**config.mk**
```make
export PLATFORM = sky130hd
export DESIGN_NAME = vermibus_arbiter_flat
export DESIGN_NICKNAME = d
export VERILOG_FILES = /design/src/rtl/vermibus_pkg.sv /design/src/rtl/vermibus_if.sv /design/src/rtl/vermibus_arbiter.sv /design/src/flat_wrapper.sv
export SDC_FILE = /design/constraint.sdc
export NUM_CORES = 1
export LEC_CHECK = 0
export BUFFER_PORTS_ARGS = -buffer_cell sky130_fd_sc_hd__buf_4
export CORE_AREA = 8 8 100 102
export CTS_BUF_LIST = sky130_fd_sc_hd__clkbuf_8
export CTS_CLUSTER_DIAMETER = 30
export CTS_CLUSTER_SIZE = 20
export DETAILED_ROUTE_END_ITERATION = 8
export DIE_AREA = 0 0 108 110
export PLACE_DENSITY = 0.69
export SYNTH_ARGS = -nofsm -noshare
export SYNTH_HDL_FRONTEND = slang
export SYNTH_SLANG_ARGS = --single-unit
```
**constraint.sdc**
```tcl
create_clock -name clk -period 2.4 [get_ports clk]
set_input_delay 0.36 -clock clk [delete_from_list [all_inputs] [get_ports clk]]
set_output_delay 0.36 -clock clk [all_outputs]
set_load 0.005 [all_outputs]
```
**src/rtl/vermibus_pkg.sv**
```systemverilog
// Shared Vermibus types: arbiter FSM encoding, bus-owner tag and bus widths.
package vermibus_pkg;

  localparam int ADDR_W = 32;
  localparam int DATA_W = 32;
  localparam int STRB_W = DATA_W / 8;

  typedef enum logic [1:0] {IDLE, GRANT_I, GRANT_D} arbiter_state_t;
  typedef enum logic {OWNER_I, OWNER_D} bus_owner_t;

  function automatic arbiter_state_t grant_of(bus_owner_t owner);
    return (owner == OWNER_I) ? GRANT_I : GRANT_D;
  endfunction

  function automatic bus_owner_t other_owner(bus_owner_t owner);
    return (owner == OWNER_I) ? OWNER_D : OWNER_I;
  endfunction

endpackage

```
**src/rtl/vermibus_if.sv**
```systemverilog
// Vermibus request/response bundle; request modports drive, response modports answer.
interface Vermibus;
  import vermibus_pkg::*;

  logic              valid;
  logic [ADDR_W-1:0] address;
  logic [STRB_W-1:0] wstrobe;
  logic [DATA_W-1:0] wdata;
  logic              lookahead;
  logic              ready;
  logic [DATA_W-1:0] rdata;

  modport read_only_request (
    output valid, address, lookahead,
    input  ready, rdata
  );

  modport read_only_response (
    input  valid, address, lookahead,
    output ready, rdata
  );

  modport read_write_request (
    output valid, address, wstrobe, wdata, lookahead,
    input  ready, rdata
  );

  modport read_write_response (
    input  valid, address, wstrobe, wdata, lookahead,
    output ready, rdata
  );

endinterface

```
**src/rtl/vermibus_arbiter.sv**
```systemverilog
// Two-to-one Vermibus arbiter: instruction and data requesters share one memory bus,
// grant held until the memory side acknowledges, round-robin or data-priority on contention.
module vermibus_arbiter
  import vermibus_pkg::*;
#(
  parameter int unsigned ROUND_ROBIN = 1
) (
  input  logic                 clk,
  input  logic                 reset_n,
  Vermibus.read_only_response  ibus,
  Vermibus.read_write_response dbus,
  Vermibus.read_write_request  mbus
);

  arbiter_state_t state;
  arbiter_state_t state_next;
  bus_owner_t     last_grant;
  bus_owner_t     last_grant_next;
  logic           unused_lookahead;

  // Lookahead from the requesters cannot survive an arbitration cycle, so it is dropped.
  assign unused_lookahead = ibus.lookahead ^ dbus.lookahead;

  assign ibus.rdata = mbus.rdata;
  assign dbus.rdata = mbus.rdata;

  function automatic arbiter_state_t arbitrate(logic iv, logic dv, bus_owner_t last);
    arbiter_state_t pick;
    pick = IDLE;
    if (iv && dv)
      pick = (ROUND_ROBIN != 0) ? grant_of(other_owner(last)) : GRANT_D;
    else if (iv)
      pick = GRANT_I;
    else if (dv)
      pick = GRANT_D;
    return pick;
  endfunction

  function automatic arbiter_state_t after_done(bus_owner_t owner, logic iv, logic dv);
    arbiter_state_t pick;
    logic           other_valid;
    other_valid = (owner == OWNER_I) ? dv : iv;
    if (ROUND_ROBIN != 0)
      pick = other_valid ? grant_of(other_owner(owner)) : IDLE;
    else if (dv)
      pick = GRANT_D;
    else if (iv)
      pick = GRANT_I;
    else
      pick = IDLE;
    return pick;
  endfunction

  always_ff @(posedge clk or negedge reset_n) begin
    if (!reset_n) begin
      state      <= IDLE;
      last_grant <= OWNER_I;
    end else begin
      state      <= state_next;
      last_grant <= last_grant_next;
    end
  end

  always_comb begin
    state_next      = state;
    last_grant_next = last_grant;
    mbus.valid      = 1'b0;
    mbus.address    = '0;
    mbus.wstrobe    = '0;
    mbus.wdata      = '0;
    mbus.lookahead  = 1'b0;
    ibus.ready      = 1'b0;
    dbus.ready      = 1'b0;

    unique case (state)
      IDLE: begin
        state_next = arbitrate(ibus.valid, dbus.valid, last_grant);
      end

      GRANT_I: begin
        mbus.valid   = ibus.valid;
        mbus.address = ibus.address;
        ibus.ready   = mbus.ready;
        // A requester withdrawing before its ready is an abort, not a transfer.
        if (!ibus.valid) begin
          state_next = IDLE;
        end else if (mbus.ready) begin
          last_grant_next = OWNER_I;
          state_next      = after_done(OWNER_I, ibus.valid, dbus.valid);
        end
      end

      GRANT_D: begin
        mbus.valid   = dbus.valid;
        mbus.address = dbus.address;
        mbus.wstrobe = dbus.wstrobe;
        mbus.wdata   = dbus.wdata;
        dbus.ready   = mbus.ready;
        if (!dbus.valid) begin
          state_next = IDLE;
        end else if (mbus.ready) begin
          last_grant_next = OWNER_D;
          state_next      = after_done(OWNER_D, ibus.valid, dbus.valid);
        end
      end

      default: begin
        state_next = IDLE;
      end
    endcase
  end

endmodule

```
**src/flat_wrapper.sv**
```systemverilog
// flat-port wrapper written by rule: the top's interface ports become plain ports
module vermibus_arbiter_flat import vermibus_pkg::*;
#(
  parameter int unsigned ROUND_ROBIN = 1
)
  (clk, reset_n, ibus_valid, ibus_address, ibus_lookahead, ibus_ready, ibus_rdata, dbus_valid, dbus_address, dbus_wstrobe, dbus_wdata, dbus_lookahead, dbus_ready, dbus_rdata, mbus_valid, mbus_address, mbus_wstrobe, mbus_wdata, mbus_lookahead, mbus_ready, mbus_rdata);
  Vermibus ibus_i ();
  Vermibus dbus_i ();
  Vermibus mbus_i ();
  input  logic clk;
  input  logic reset_n;
  input wire logic [$bits(ibus_i.valid)-1:0] ibus_valid;
  input wire logic [$bits(ibus_i.address)-1:0] ibus_address;
  input wire logic [$bits(ibus_i.lookahead)-1:0] ibus_lookahead;
  output wire logic [$bits(ibus_i.ready)-1:0] ibus_ready;
  output wire logic [$bits(ibus_i.rdata)-1:0] ibus_rdata;
  input wire logic [$bits(dbus_i.valid)-1:0] dbus_valid;
  input wire logic [$bits(dbus_i.address)-1:0] dbus_address;
  input wire logic [$bits(dbus_i.wstrobe)-1:0] dbus_wstrobe;
  input wire logic [$bits(dbus_i.wdata)-1:0] dbus_wdata;
  input wire logic [$bits(dbus_i.lookahead)-1:0] dbus_lookahead;
  output wire logic [$bits(dbus_i.ready)-1:0] dbus_ready;
  output wire logic [$bits(dbus_i.rdata)-1:0] dbus_rdata;
  output wire logic [$bits(mbus_i.valid)-1:0] mbus_valid;
  output wire logic [$bits(mbus_i.address)-1:0] mbus_address;
  output wire logic [$bits(mbus_i.wstrobe)-1:0] mbus_wstrobe;
  output wire logic [$bits(mbus_i.wdata)-1:0] mbus_wdata;
  output wire logic [$bits(mbus_i.lookahead)-1:0] mbus_lookahead;
  input wire logic [$bits(mbus_i.ready)-1:0] mbus_ready;
  input wire logic [$bits(mbus_i.rdata)-1:0] mbus_rdata;
  assign ibus_i.valid = ibus_valid;
  assign ibus_i.address = ibus_address;
  assign ibus_i.lookahead = ibus_lookahead;
  assign ibus_ready = ibus_i.ready;
  assign ibus_rdata = ibus_i.rdata;
  assign dbus_i.valid = dbus_valid;
  assign dbus_i.address = dbus_address;
  assign dbus_i.wstrobe = dbus_wstrobe;
  assign dbus_i.wdata = dbus_wdata;
  assign dbus_i.lookahead = dbus_lookahead;
  assign dbus_ready = dbus_i.ready;
  assign dbus_rdata = dbus_i.rdata;
  assign mbus_valid = mbus_i.valid;
  assign mbus_address = mbus_i.address;
  assign mbus_wstrobe = mbus_i.wstrobe;
  assign mbus_wdata = mbus_i.wdata;
  assign mbus_lookahead = mbus_i.lookahead;
  assign mbus_i.ready = mbus_ready;
  assign mbus_i.rdata = mbus_rdata;
  vermibus_arbiter #(.ROUND_ROBIN(ROUND_ROBIN)) u_core (.clk(clk), .reset_n(reset_n), .ibus(ibus_i), .dbus(dbus_i), .mbus(mbus_i));
endmodule
```
==> impl_metrics.csv <==
group,metric,value,unit
run_status,status,"complete, no violations",
cells_and_area,fillCellCount,920,
sta,max_freq,0.490,GHz
pwr,leakagePower,0.00126,µW
global_route,grt_pass1_vias,1775,
global_route,grt_pass1_wl,8820,µm
detailed_routing,initialDrtViolationCount,41,
critical_path,cp_top_family,"buffers and inverters",
critical_path,crit_fanout,37,
cts,htree_levels,1,
synth,synth-seq-cells,3,
cts,ctsHoldBuffers,1,
sta,finalMaxSlewViolations,0,
sta,hold_viol,0,
cts,cts_tree,"done",
detailed_routing,via_count,1693,
synth,synth_nets,356,
cts,worst_skew_pair.late_latency,0.21,ns
sta,period_needed,2.04,ns
sta,min_period_over_period,85.1,%
global_route,gr-total-overflow,0,
floorplanning,die_h,110,µm
detailed_routing,drc,0,
cts,root_buffer,"clkbuf_8",
cts,cts.clk_slew.worst_paths,0.03,ns
flow_run,maxCapViolations,0,
pwr,fin_total_pwr,2070,µW
worst_hold_path,hold_start,"ibus_valid",
detailed_routing,wl_per_cell,14.6,µm
cts,clk_path_buf_depth,2,
floorplanning,initial_core_util,18.0,%
sta,final-setup-viol-count,0,
detailed_routing,final_antenna_net_count,0,
sta,whs,0.425,ns
floorplanning,ios,275,
cells_and_area,layout-drive-gt1-share,59.5,%
placement,io_buffers,175,
worst_hold_path,worstHoldPathType,"primary input to flip-flop",
critical_path,cp-startpoint,"u_core.state[0]",
synth,synth_seq_area_share,4.94,%
synth,ys_types,21,
cells_and_area,final_cell_mix,"buf_4 (179), and2_1 (38), nor2b_1 (33)",
critical_path,path_class,"flip-flop to output pin",
critical_path,crit_path_end_kind,"output pin",
sta,fin_skew,0.00216,ns
pwr,vdd_drop_max,0.621,mV
critical_path,crit_slowest_cell,"dfrtp_1",
placement,dpl.hpwl,5330,µm
cts,cts_buffers,3,
critical_path,crit_chain,"inv_1, ha_1, buf_4, nand2_1, a21boi_1, buf_4",
detailed_routing,dr.pass1.iters,3,
critical_path,critPathArrivalTime,1.68,ns
synth,syn-cell-area,1520,µm²
critical_path,path_common_cell,"buf_4",
critical_path,cp-start-kind,"flip-flop",
detailed_routing,drt_wl_total,6180,µm
cts,post_cts_resized,0,
floorplanning,rows,34,
cells_and_area,final_common_cell,"buf_4",
global_route,track_usage,8.92,%
placement,place.gp.congestion,0.715,
global_route,antenna_found_initial,0,
critical_path,crit_buf_inv,3,
critical_path,r2r_start,"u_core.state[0]",
synth,yosysTopAreaCell,"buf_4",
floorplanning,dieWidth,108,µm
critical_path,critPathMaxStageDelay,0.40,ns
synth,syn_area_per_cell,7.17,µm²
synth,synthCells,212,
synth,synth_warnings,0,
global_route,grt_max_degree,38,
cts,post_cts.repair.setup_buffers,0,
sta,rsz0062_at_grt,"no",
floorplanning,design.die.area,11900,µm²
sta,tns,0,ns
synth,synth_area_leaders,"buf_4 (33%), a22oi_1 (16%), and2_1 (16%)",
cells_and_area,synthToLayoutAreaGrowth,64.0,%
cts,cts.sinks,3,
floorplanning,core,8470,µm²
detailed_routing,vias_per_cell,3.99,
cells_and_area,antennaDiodeCount,0,
synth,yosysTopAreaCellShare,33.1,%
critical_path,worstPathRequired,2.04,ns
cells_and_area,fin_nets,461,
pwr,p_per_area,831,nW/µm²
-- cells in the mapped netlist (all sizes together) --
cell type / instances
clkbuf: 6
conb: 1
a22oi: 33
mux2: 1
nor2b: 33
inv: 4
o22ai: 1
buf: 74
a21oi: 3
a21boi: 1
nor2: 1
o21ai: 1
nand2: 5
a32o: 2
and2: 38
ha: 5
dfrtp: 3
-- worst paths after layout --
check | cells after the start | endpoint | slack, ns
max reg2reg | 7 | u_core.last_grant | 0.58
min in group asynchronous | 2 | u_core.state[1] | 0.47
min reg2reg | 1 | u_core.last_grant | 0.54
max | 6 | mbus_valid | 0.36
max in group asynchronous | 2 | u_core.last_grant | 1.83
min | 2 | u_core.state[0] | 0.43
-- layer usage --
layer  part of all wire [%]  track usage [%]  wire length, µm  up-vias
li1                       -                -                -      842
met1                     31             8.07             1890      738
met2                     56             18.0             3450       88
met3                     12             2.62              721       25
met4                    2.0             3.57              121        0
met5                      0                0                0        -
-- where the power goes --
group | internal, µW | switching, µW | total, µW
sequential | 73.1 | 24.2 | 97.3
clock | 109 | 32.2 | 141
combinational | 1020 | 815 | 1830
total | 1200 | 871 | 2070
-- kinds of logic (layout without fill, tap and decap cells) --
logic type,Yosys count,after routing,synth area share [%]
mux,1,1,0.987
simple gates,77,77,31.0
other cells,1,1,0.247
buf+inv,84,188,37.9
compound gates,41,41,20.8
fa+ha+maj,5,5,4.12
flops,3,3,4.94
-- registers in the layout (all words and copies together), names as in the netlist --
register           flops
u_core.last_grant      1
u_core.state           2
-- metrics by stage --
stage | setup WS (ns) | cells | utilization, % | area [µm²]
2_1_floorplan | 0.823 | 212 | - | 1520
3_3_place_gp | 0.572 | 419 | 28.8 | 2440
3_5_place_dp | 0.559 | 419 | 28.8 | 2440
4_1_cts | 0.304 | 424 | 29.5 | 2490
5_1_grt | 0.167 | 424 | 29.5 | 2490
6_report | 0.357 | 424 | 29.5 | 2490
-- final cells by class --
cell class | count | area, µm² | share of cell area [%]
clock buffer | 3 | 41.3 | 1.66
clock inverter | 1 | 3.75 | 0.151
inverter | 4 | 15.0 | 0.602
multi-input combinational | 125 | 870 | 34.9
sequential | 3 | 75.1 | 3.01
tap | 108 | 135 | 5.42
timing repair buffer | 180 | 1350 | 54.3
-- worst register-to-register path: stages, from the launching register on --
cell,delay (ns)
dfrtp_1,0.40
inv_1,0.11
ha_1,0.15
buf_4,0.32
nand2_2,0.14
o22ai_2,0.18
a22oi_2,0.08
mux2_4,0.32
No activity file was read; power rests on OpenSTA's default activity.
